==> src/rtl/period_meter_pkg.sv <==
// Shared types and constants for the period meter: FSM state encoding,
// default counter width and the ratio_code values with their decoder.
package period_meter_pkg;

    localparam int CNT_W_DEF = 8;

    typedef enum logic [1:0] {
        ST_IDLE    = 2'd0,
        ST_MEASURE = 2'd1,
        ST_TIMEOUT = 2'd2
    } state_t;

    localparam logic [2:0] RC_NONE  = 3'd0;
    localparam logic [2:0] RC_DIV2  = 3'd1;
    localparam logic [2:0] RC_DIV4  = 3'd2;
    localparam logic [2:0] RC_DIV8  = 3'd3;
    localparam logic [2:0] RC_DIV16 = 3'd4;

    // Map a measured period onto the power-of-two divider it matches, if any.
    function automatic logic [2:0] ratio_decode(input logic [31:0] p);
        case (p)
            32'd2:   return RC_DIV2;
            32'd4:   return RC_DIV4;
            32'd8:   return RC_DIV8;
            32'd16:  return RC_DIV16;
            default: return RC_NONE;
        endcase
    endfunction

endpackage

==> src/rtl/period_meter_sync_edge_detect.sv <==
// Brings the asynchronous divided clock into the clk domain through two
// flops and flags each rising edge with a one-cycle registered pulse.
module sync_edge_detect (
    input  logic clk,
    input  logic reset,
    input  logic din,
    output logic rise
);

    logic meta_reg;
    logic sync_reg;
    logic dly_reg;

    // Two-flop synchronizer, a delayed copy for edge detection, and a
    // registered edge pulse so the meter sees the edge three edges after
    // the first sample of din high.
    always_ff @(posedge clk or negedge reset) begin
        if (!reset) begin
            meta_reg <= 1'b0;
            sync_reg <= 1'b0;
            dly_reg  <= 1'b0;
            rise     <= 1'b0;
        end else begin
            meta_reg <= din;
            sync_reg <= meta_reg;
            dly_reg  <= sync_reg;
            rise     <= sync_reg & ~dly_reg;
        end
    end

endmodule

==> src/rtl/period_meter.sv <==
// Measures the period of an asynchronous divided clock in clk cycles,
// hands each measurement out through a valid/ready register, reports
// lock (two equal consecutive periods), timeout and overwrite events.
module period_meter
    import period_meter_pkg::*;
#(
    parameter int CNT_W = CNT_W_DEF
) (
    input  logic             clk,
    input  logic             reset,
    input  logic             enable,
    input  logic             div_in,
    output logic [CNT_W-1:0] period,
    output logic             period_valid,
    input  logic             period_ready,
    output logic [2:0]       ratio_code,
    output logic             locked,
    output logic             overflow,
    output logic             overrun
);

    state_t           state_reg;
    logic [CNT_W-1:0] count_reg;
    logic             have_prev_reg;   // a capture exists in this measurement run
    logic             div_rise;
    logic             capture;
    logic             timeout_hit;

    sync_edge_detect u_sync (
        .clk   (clk),
        .reset (reset),
        .din   (div_in),
        .rise  (div_rise)
    );

    // A period is captured only on an edge while already measuring; the
    // first edge from IDLE or TIMEOUT merely starts the count.
    assign capture     = enable && (state_reg == ST_MEASURE) && div_rise;
    assign timeout_hit = enable && (state_reg == ST_MEASURE) && !div_rise
                         && (count_reg == {CNT_W{1'b1}});

    // Measurement FSM: state, running count, overflow flag and the
    // "previous capture is comparable" flag used by the lock detector.
    always_ff @(posedge clk or negedge reset) begin
        if (!reset) begin
            state_reg     <= ST_IDLE;
            count_reg     <= '0;
            overflow      <= 1'b0;
            have_prev_reg <= 1'b0;
        end else if (!enable) begin
            state_reg     <= ST_IDLE;
            count_reg     <= '0;
            have_prev_reg <= 1'b0;
        end else begin
            case (state_reg)
                ST_IDLE: begin
                    if (div_rise) begin
                        state_reg     <= ST_MEASURE;
                        count_reg     <= CNT_W'(1);
                        have_prev_reg <= 1'b0;
                    end
                end
                ST_MEASURE: begin
                    if (div_rise) begin
                        count_reg     <= CNT_W'(1);
                        have_prev_reg <= 1'b1;
                    end else if (timeout_hit) begin
                        state_reg     <= ST_TIMEOUT;
                        overflow      <= 1'b1;
                        have_prev_reg <= 1'b0;
                    end else begin
                        count_reg <= count_reg + CNT_W'(1);
                    end
                end
                ST_TIMEOUT: begin
                    if (div_rise) begin
                        state_reg <= ST_MEASURE;
                        count_reg <= CNT_W'(1);
                        overflow  <= 1'b0;
                    end
                end
                default: begin
                    state_reg <= ST_IDLE;
                    count_reg <= '0;
                end
            endcase
        end
    end

    // Output register with valid/ready handshake; a capture always wins
    // over acceptance, and overwriting an unaccepted value pulses overrun.
    // While disabled the held measurement is left untouched.
    always_ff @(posedge clk or negedge reset) begin
        if (!reset) begin
            period       <= '0;
            period_valid <= 1'b0;
            locked       <= 1'b0;
            overrun      <= 1'b0;
        end else begin
            overrun <= 1'b0;
            if (capture) begin
                period       <= count_reg;
                period_valid <= 1'b1;
                overrun      <= period_valid && !period_ready;
                locked       <= have_prev_reg && (count_reg == period);
            end else begin
                if (timeout_hit) begin
                    locked <= 1'b0;
                end
                if (enable && period_valid && period_ready) begin
                    period_valid <= 1'b0;
                end
            end
        end
    end

    assign ratio_code = ratio_decode(32'(period));

endmodule
==> config.mk <==
export PLATFORM = sky130hd
export DESIGN_NAME = period_meter
export DESIGN_NICKNAME = d
export VERILOG_FILES = /design/src/rtl/period_meter_pkg.sv /design/src/rtl/period_meter_sync_edge_detect.sv /design/src/rtl/period_meter.sv
export SDC_FILE = /design/constraint.sdc
export NUM_CORES = 1
export LEC_CHECK = 0
export BUFFER_PORTS_ARGS = -buffer_cell sky130_fd_sc_hd__buf_2
export CORE_MARGIN = 4
export CORE_UTILIZATION = 50
export CTS_CLUSTER_SIZE = 24
export DETAILED_ROUTE_END_ITERATION = 16
export PLACE_DENSITY = 0.72
export SYNTH_ARGS = -nofsm -noshare
export SYNTH_HDL_FRONTEND = slang
export SYNTH_SLANG_ARGS = --single-unit
==> constraint.sdc <==
create_clock -name clk -period 2.55 [get_ports clk]
set_input_delay 0.51 -clock clk [delete_from_list [all_inputs] [get_ports clk]]
set_output_delay 0.51 -clock clk [all_outputs]
set_load 0.01 [all_outputs]
==> metrics.txt, run 1 <==
# TYPE chip_impl_metric gauge
chip_impl_info{name="status",value="finished clean"} 1
chip_impl_metric{name="fin_util",unit="%"} 58.8
chip_impl_metric{name="tritoncts_num_sinks",unit=""} 27
chip_impl_info{name="root_buffer_selected_by_cts",value="sky130_fd_sc_hd__clkbuf_4"} 1
chip_impl_metric{name="synth_async_sr_flop_share",unit="%"} 100
chip_impl_info{name="layout.cells.most_common",value="sky130_fd_sc_hd__dfrtp_1"} 1
chip_impl_metric{name="least_margin_pin_slew",unit="ns"} 0.605
chip_impl_info{name="critical_path.reg2reg.startpoint",value="count_reg[0]$_DFFE_PN0P_"} 1
chip_impl_metric{name="finalWorstPathRequiredPeriod",unit="ns"} 2.27
chip_impl_metric{name="synth_cells",unit=""} 130
chip_impl_metric{name="post-route-cell-area",unit="um^2"} 1500
chip_impl_metric{name="yosys_warn_count",unit=""} 0
chip_impl_metric{name="synth_fp_nets",unit=""} 136
chip_impl_metric{name="dr_total_vias",unit=""} 1046
chip_impl_metric{name="row_count",unit=""} 18
chip_impl_metric{name="leakage",unit="nW"} 0.738
chip_impl_metric{name="antenna_cells",unit=""} 0
chip_impl_metric{name="clkLatencyLatePin",unit="ns"} 0.33
chip_impl_metric{name="max_cap_viol_count",unit=""} 0
chip_impl_metric{name="finalSetupViolCount",unit=""} 0
chip_impl_metric{name="die_y",unit="um"} 60.2
chip_impl_metric{name="instances_no_fill",unit=""} 178
chip_impl_metric{name="finalClockSkew",unit="ns"} 0.00503
chip_impl_metric{name="ctsResizeCount",unit=""} 0
chip_impl_metric{name="clockBufferDepth",unit=""} 2
chip_impl_metric{name="postSynthRegisterBits",unit=""} 27
chip_impl_metric{name="crit_required",unit="ns"} 2.04
chip_impl_metric{name="number_of_enable_type_register_cells_in_the_synthesized_netlist",unit=""} 0
chip_impl_metric{name="ctsHtreeMaxLevel",unit=""} 1
chip_impl_metric{name="synth.lib_cells_used.distinct",unit=""} 41
chip_impl_metric{name="synthesis.area",unit="um^2"} 1360
chip_impl_info{name="setup.worst_path.start",value="period[5]$_DFFE_PN0P_"} 1
chip_impl_metric{name="timing.max_slew.rel_slack",unit="%"} 59.7
chip_impl_metric{name="post-place-cells",unit=""} 174
chip_impl_metric{name="syn-mean-instance-area",unit="um^2"} 10.5
chip_impl_metric{name="gp_weighted_congestion",unit=""} 0.838
chip_impl_metric{name="ports",unit=""} 20
chip_impl_info{name="kind_of_start_point_of_the_critical_path",value="flop"} 1
chip_impl_metric{name="ir_drop",unit="uV"} 326
chip_impl_info{name="ys.flop_type",value="sky130_fd_sc_hd__dfrtp_1"} 1
chip_impl_metric{name="hold_buffer_count_at_cts",unit=""} 0
chip_impl_metric{name="drt-pass1-iter-count",unit=""} 4
chip_impl_metric{name="routed_wl",unit="um"} 2690
chip_impl_metric{name="first_iter_violations",unit=""} 56
chip_impl_metric{name="cts_made_buffers",unit=""} 3
chip_impl_metric{name="grt_overflow_total",unit=""} 0
chip_impl_metric{name="finalNetCount",unit=""} 155
chip_impl_metric{name="die-area",unit="um^2"} 3620
chip_impl_metric{name="place_area",unit="um^2"} 1470
chip_impl_info{name="worst_hold_path_type",value="in2async"} 1
chip_impl_metric{name="clk_transition_reported_paths",unit="ns"} 0.15
chip_impl_metric{name="initial_core_util",unit="%"} 53.5
chip_impl_metric{name="grt_first_pass_wirelength",unit="um"} 4530
chip_impl_metric{name="area_growth",unit="%"} 9.73
chip_impl_metric{name="p_per_area",unit="nW/um^2"} 480
chip_impl_metric{name="via_density_per_instance",unit=""} 5.88
chip_impl_metric{name="synth.yosys.seq_area_share",unit="%"} 49.6
chip_impl_info{name="end_kind",value="output pin"} 1
chip_impl_metric{name="drt_antenna_net_count",unit=""} 0
chip_impl_info{name="rsz0062_at_grt",value="no"} 1
chip_impl_metric{name="fin_crit_sh",unit="%"} 89.2
chip_impl_metric{name="cp_max_fo",unit=""} 4
chip_impl_info{name="most-common-layout-cells",value="sky130_fd_sc_hd__dfrtp_1, sky130_fd_sc_hd__buf_2, sky130_fd_sc_hd__nand2_1"} 1
chip_impl_info{name="worst-setup-path-type",value="reg2out"} 1
chip_impl_metric{name="initial_antenna_violation_count",unit=""} 0
chip_impl_metric{name="cp.arrival",unit="ns"} 1.76
chip_impl_metric{name="wire_per_inst",unit="um"} 15.1
chip_impl_metric{name="max_fclk",unit="MHz"} 440
chip_impl_metric{name="slew_violations",unit=""} 0
chip_impl_metric{name="fin_setup_tns",unit="ns"} 0
chip_impl_metric{name="drcViolationCount",unit=""} 0
chip_impl_info{name="tritoncts",value="yes"} 1
chip_impl_metric{name="die_x",unit="um"} 60.2
chip_impl_metric{name="dp.final_hpwl",unit="um"} 1930
chip_impl_metric{name="via_count_of_the_first_global_routing_pass",unit=""} 1018
chip_impl_metric{name="port-buffer-count",unit=""} 19
chip_impl_metric{name="core_region_area",unit="um^2"} 2540
chip_impl_metric{name="number_of_hold_slack_violations_in_the_final_timing_report",unit=""} 0
chip_impl_metric{name="post_cts.repair.setup_buffers",unit=""} 0
chip_impl_metric{name="layout-drive-gt1-share",unit="%"} 17.6
chip_impl_metric{name="totalPowerFinal",unit="mW"} 0.717
chip_impl_metric{name="gr-usage-all-layers",unit="%"} 16.9
chip_impl_metric{name="pin_count_of_the_biggest_net_entering_global_routing",unit=""} 28
[routing by layer]
metal / vias to the layer above / share of wire [%] / GRT usage, %
met5: - / 0 / 0
met2: 23 / 47 / 28.7
li1: 510 / - / -
met4: 0 / 1.8 / 7.59
met1: 508 / 47 / 20.4
met3: 5 / 4.2 / 3.24
[metrics by stage]
stage                     hold slack (ns)  setup slack, ns
after global placement              0.342            0.696
after CTS                           0.176            0.277
after floorplan                     0.214            0.627
after detailed placement            0.346            0.658
after global routing                0.171            0.166
final                               0.159            0.276
[where the power goes]
| part | internal, mW | switching (mW) |
|---|---|---|
| clock | 0.0601 | 0.130 |
| combinational | 0.0295 | 0.0406 |
| sequential | 0.441 | 0.0163 |
| total | 0.530 | 0.187 |
[logic make-up after synthesis]
family,synth area share [%]
DFF,49.6
muxes,5.79
adders and majority gates,0.918
AOI/OAI and AO/OA,12.4
buffers and inverters,4.13
xor gates and xnor gates,6.43
and+or+nand+nor,20.8
[synthesized netlist by cell type, types with 2 or more instances]
cell type	n	share of area (%)
sky130_fd_sc_hd__nand2_1	13	3.6
sky130_fd_sc_hd__nor2_1	6	1.7
sky130_fd_sc_hd__xnor2_1	3	1.9
sky130_fd_sc_hd__o21ai_0	3	1.1
sky130_fd_sc_hd__nand3_1	3	1.1
sky130_fd_sc_hd__inv_1	3	0.83
sky130_fd_sc_hd__mux2_1	7	5.8
sky130_fd_sc_hd__clkbuf_1	2	0.55
sky130_fd_sc_hd__nor4_1	4	1.8
sky130_fd_sc_hd__o311ai_1	2	1.3
sky130_fd_sc_hd__o21ai_1	4	1.5
sky130_fd_sc_hd__nand4_1	4	1.8
sky130_fd_sc_hd__nor3b_1	2	1.1
sky130_fd_sc_hd__nor3_1	3	1.1
sky130_fd_sc_hd__dfrtp_1	27	50
sky130_fd_sc_hd__buf_2	3	1.1
sky130_fd_sc_hd__or3_1	4	1.8
sky130_fd_sc_hd__xor2_1	7	4.5
sky130_fd_sc_hd__a21oi_1	5	1.8
sky130_fd_sc_hd__buf_6	2	1.7
sky130_fd_sc_hd__a21boi_1	3	1.7
[critical path, stage by stage (launching register included)]
cell and delay [ns]:
sky130_fd_sc_hd__dfrtp_1 0.44, sky130_fd_sc_hd__or4_1 0.59, sky130_fd_sc_hd__nor4_1 0.24, sky130_fd_sc_hd__buf_2 0.17
[final cells by class]
type / instances / area (um^2)
Sequential cell: 27 / 676
Tap cell: 30 / 37.5
Inverter: 3 / 11.3
Timing Repair Buffer: 21 / 110
Clock buffer: 3 / 22.5
Multi-Input combinational cell: 93 / 631
Clock inverter: 1 / 7.51
Fill cell: 215 / 1050
[path summary, 6_finish.rpt]
check | cells past startpoint | endpoint | slack [ns]
max in group asynchronous | 1 | count_reg[2]$_DFFE_PN0P_ | 2.00
min | 1 | overrun$_DFF_PN0_ | 0.16
min reg2reg | 0 | u_sync.sync_reg$_DFF_PN0_ | 0.38
min in group clk | 1 | u_sync.meta_reg$_DFF_PN0_ | 0.27
max reg2reg | 6 | count_reg[0]$_DFFE_PN0P_ | 0.75
max | 3 | ratio_code[0] | 0.28
Note: power is estimated with default switching activity, not from simulation.
==> inputs of run 2 (changes only) <==
--- a/config.mk
+++ b/config.mk
@@ -5,6 +5,7 @@
 export SDC_FILE = /design/constraint.sdc
 export NUM_CORES = 1
 export LEC_CHECK = 0
+export ABC_AREA = 1
 export BUFFER_PORTS_ARGS = -buffer_cell sky130_fd_sc_hd__buf_2
 export CORE_MARGIN = 4
 export CORE_UTILIZATION = 50
==> run 2 against run 1 <==
  * Via count increased by 15%
  * Global-route usage increased by 1.9 points
  * Register-to-register slack gained 0.15 ns
  * Highest routed layer unchanged
  * Largest power group unchanged
==> metrics.txt, run 2 <==
# TYPE chip_impl_metric gauge
chip_impl_info{name="status",value="finished clean"} 1
chip_impl_metric{name="drt_antenna_net_count",unit=""} 0
chip_impl_metric{name="ports",unit=""} 20
chip_impl_metric{name="critical-path-max-stage-delay",unit="ns"} 0.46
chip_impl_metric{name="core_region_area",unit="um^2"} 2730
chip_impl_metric{name="die-area",unit="um^2"} 3740
chip_impl_metric{name="max_fclk",unit="MHz"} 522
chip_impl_info{name="most-common-layout-cells",value="sky130_fd_sc_hd__nand2_1, sky130_fd_sc_hd__dfrtp_1, sky130_fd_sc_hd__buf_2"} 1
chip_impl_metric{name="crit_required",unit="ns"} 2.04
chip_impl_metric{name="grt_first_pass_wirelength",unit="um"} 5180
chip_impl_info{name="rsz0062_at_grt",value="no"} 1
chip_impl_metric{name="tritoncts_num_sinks",unit=""} 27
chip_impl_metric{name="finalSetupViolCount",unit=""} 0
chip_impl_metric{name="cp_max_fo",unit=""} 5
chip_impl_metric{name="cp.arrival",unit="ns"} 1.41
chip_impl_metric{name="clkLatencyLatePin",unit="ns"} 0.33
chip_impl_metric{name="ir_drop",unit="uV"} 336
chip_impl_metric{name="combPwrFrac",unit="%"} 11.4
chip_impl_metric{name="synthesis.area",unit="um^2"} 1410
chip_impl_metric{name="clkPwrFrac",unit="%"} 25.0
chip_impl_metric{name="max_cap_viol_count",unit=""} 0
chip_impl_info{name="end_kind",value="output pin"} 1
chip_impl_metric{name="number_of_enable_type_register_cells_in_the_synthesized_netlist",unit=""} 0
chip_impl_metric{name="instances_no_fill",unit=""} 225
chip_impl_metric{name="minimum_hold_slack",unit="ns"} 0.155
chip_impl_info{name="largest_area_contributor_in_the_synthesized_netlist",value="sky130_fd_sc_hd__dfrtp_1"} 1
chip_impl_info{name="synthTopCellsByArea",value="sky130_fd_sc_hd__dfrtp_1, sky130_fd_sc_hd__nand2_1, sky130_fd_sc_hd__o21ai_0"} 1
chip_impl_info{name="crit_path_cell_trace",value="nor2_1, nand3_1, nor4_1, buf_2"} 1
chip_impl_metric{name="area_growth",unit="%"} 10.3
chip_impl_info{name="root_buffer_selected_by_cts",value="sky130_fd_sc_hd__clkbuf_4"} 1
chip_impl_metric{name="power.internal",unit="mW"} 0.530
chip_impl_metric{name="synth_top_area_share",unit="%"} 47.9
chip_impl_metric{name="number_of_hold_slack_violations_in_the_final_timing_report",unit=""} 0
chip_impl_metric{name="syn-mean-instance-area",unit="um^2"} 8.11
chip_impl_metric{name="gp_weighted_congestion",unit=""} 0.876
chip_impl_metric{name="drcViolationCount",unit=""} 0
chip_impl_metric{name="via_count_of_the_first_global_routing_pass",unit=""} 1162
chip_impl_metric{name="grt_overflow_total",unit=""} 0
chip_impl_metric{name="final_critical_path_setup_slack",unit="ns"} 0.633
chip_impl_metric{name="first_iter_violations",unit=""} 54
chip_impl_metric{name="synth_async_sr_flop_share",unit="%"} 100
chip_impl_metric{name="timing.max_slew.rel_slack",unit="%"} 60.1
chip_impl_metric{name="fin_util",unit="%"} 56.9
chip_impl_metric{name="gr-usage-all-layers",unit="%"} 18.7
chip_impl_metric{name="routed_wl",unit="um"} 2960
chip_impl_metric{name="ctsHtreeMaxLevel",unit=""} 1
chip_impl_metric{name="via_density_per_instance",unit=""} 5.36
chip_impl_metric{name="die_y",unit="um"} 61.1
chip_impl_metric{name="sw_frac_of_total",unit="%"} 26.5
chip_impl_metric{name="layout-drive-gt1-share",unit="%"} 19.1
chip_impl_metric{name="pin_count_of_the_biggest_net_entering_global_routing",unit=""} 28
chip_impl_metric{name="slew_violations",unit=""} 0
chip_impl_metric{name="port-buffer-count",unit=""} 19
chip_impl_metric{name="leakage",unit="nW"} 0.769
chip_impl_metric{name="row_count",unit=""} 19
chip_impl_metric{name="post-route-cell-area",unit="um^2"} 1560
chip_impl_metric{name="fin_crit_sh",unit="%"} 75.2
chip_impl_metric{name="least_margin_pin_slew",unit="ns"} 0.598
chip_impl_metric{name="power.net_switching",unit="mW"} 0.191
chip_impl_metric{name="cts_made_buffers",unit=""} 3
chip_impl_info{name="tritoncts",value="yes"} 1
chip_impl_metric{name="post-place-cells",unit=""} 221
chip_impl_metric{name="clockBufferDepth",unit=""} 2
chip_impl_metric{name="post_cts.repair.setup_buffers",unit=""} 0
chip_impl_metric{name="finalNetCount",unit=""} 201
chip_impl_info{name="synthMostInstantiatedCell",value="sky130_fd_sc_hd__nand2_1"} 1
chip_impl_info{name="layout.cells.most_common",value="sky130_fd_sc_hd__nand2_1"} 1
chip_impl_metric{name="wire_per_inst",unit="um"} 13.1
chip_impl_metric{name="drt-pass1-iter-count",unit=""} 4
chip_impl_metric{name="place_area",unit="um^2"} 1530
chip_impl_metric{name="hold_buffer_count_at_cts",unit=""} 0
chip_impl_info{name="cell_types_with_the_highest_counts_after_synthesis",value="sky130_fd_sc_hd__nand2_1, sky130_fd_sc_hd__dfrtp_1, sky130_fd_sc_hd__nor2_1"} 1
chip_impl_info{name="critical-path-slowest-cell",value="sky130_fd_sc_hd__dfrtp_1"} 1
chip_impl_metric{name="synth.lib_cells_used.distinct",unit=""} 27
chip_impl_metric{name="dr_total_vias",unit=""} 1206
chip_impl_metric{name="synth_cells",unit=""} 174
chip_impl_metric{name="antenna_cells",unit=""} 0
chip_impl_metric{name="postSynthRegisterBits",unit=""} 27
chip_impl_metric{name="dp_slack",unit="ns"} 0.682
chip_impl_metric{name="sequential_group_share_of_total_power",unit="%"} 63.6
chip_impl_metric{name="synth.yosys.seq_area_share",unit="%"} 47.9
chip_impl_metric{name="die_x",unit="um"} 61.1
chip_impl_metric{name="yosys_warn_count",unit=""} 0
chip_impl_info{name="worst-setup-path-type",value="reg2out"} 1
chip_impl_metric{name="dp.final_hpwl",unit="um"} 2250
chip_impl_info{name="kind_of_start_point_of_the_critical_path",value="flop"} 1
chip_impl_metric{name="initial_core_util",unit="%"} 51.6
chip_impl_metric{name="totalPowerFinal",unit="mW"} 0.722
chip_impl_metric{name="finalWorstPathRequiredPeriod",unit="ns"} 1.92
chip_impl_metric{name="finalClockSkew",unit="ns"} 0.00774
chip_impl_info{name="worst_hold_path_type",value="in2async"} 1
chip_impl_metric{name="p_per_area",unit="nW/um^2"} 464
chip_impl_metric{name="clk_transition_reported_paths",unit="ns"} 0.14
chip_impl_metric{name="initial_antenna_violation_count",unit=""} 0
chip_impl_metric{name="fin_setup_tns",unit="ns"} 0
chip_impl_metric{name="ctsResizeCount",unit=""} 0
chip_impl_info{name="ys.flop_type",value="sky130_fd_sc_hd__dfrtp_1"} 1
chip_impl_metric{name="synth_fp_nets",unit=""} 180
run 2: changes by cell type in the layout (fill, tap and decap cells not counted), moves of 7 or more:
cell | before | now
sky130_fd_sc_hd__o21ai_0 | 3 | 17
sky130_fd_sc_hd__nand2_1 | 13 | 40
sky130_fd_sc_hd__mux2_1 | 7 | 0
sky130_fd_sc_hd__nor2_1 | 6 | 18
sky130_fd_sc_hd__inv_1 | 3 | 16
sky130_fd_sc_hd__nand3_1 | 3 | 16
run 2: power groups by stage:
stage | clock network, mW | registers [mW] | logic (mW)
floorplan | 0 | 0.466 | 0.0519
finish | 0.180 | 0.459 | 0.0823
global route | 0.205 | 0.463 | 0.0958
global placement | 0 | 0.467 | 0.0816
detailed placement | 0 | 0.467 | 0.0835
CTS | 0.193 | 0.459 | 0.0836
run 2: cell families after synthesis:
kind of cell | synth area share (%)
XOR/XNOR | 3.72
AND/OR/NAND/NOR | 31.2
flip-flops | 47.9
AO/OA/AOI/OAI | 10.1
adder cells (fa/ha/maj) | 0.886
buffers and inverters | 6.21
run 2: layout make-up:
| class | instances | area, um^2 |
|---|---|---|
| clock inverter | 1 | 5.00 |
| clock buffer | 3 | 22.5 |
| sequential | 27 | 676 |
| timing repair buffer | 19 | 95.1 |
| multi-input combinational | 125 | 648 |
| inverter | 19 | 71.3 |
| tap | 31 | 38.8 |
| fill | 243 | 1180 |
run 2: path summary, 6_finish.rpt:
kind | startpoint | end | slack (ns) | depth (start not counted)
max in group asynchronous | reset | state_reg[0]$_DFFE_PN0P_ | 2.02 | 1
min | reset | period[4]$_DFFE_PN0P_ | 0.16 | 1
max | period[0]$_DFFE_PN0P_ | ratio_code[2] | 0.63 | 4
min in group clk | div_in | u_sync.meta_reg$_DFF_PN0_ | 0.28 | 1
max reg2reg | state_reg[1]$_DFFE_PN0P_ | locked$_DFFE_PN0P_ | 0.90 | 7
min reg2reg | u_sync.meta_reg$_DFF_PN0_ | u_sync.sync_reg$_DFF_PN0_ | 0.38 | 0
run 2: layer usage:
layer	up-vias	track usage [%]	wire [um]
met5	-	0	0
met4	0	7.43	46
met3	5	1.89	113
met2	26	31.9	1460
met1	570	24.5	1340
li1	605	-	-
run 2: critical path: cells and delay by family, from the launching register on:
kind | cells | cell delay, ns
and+or+nand+nor | 3 | 0.45
DFF | 1 | 0.46
buffers and inverters | 1 | 0.17
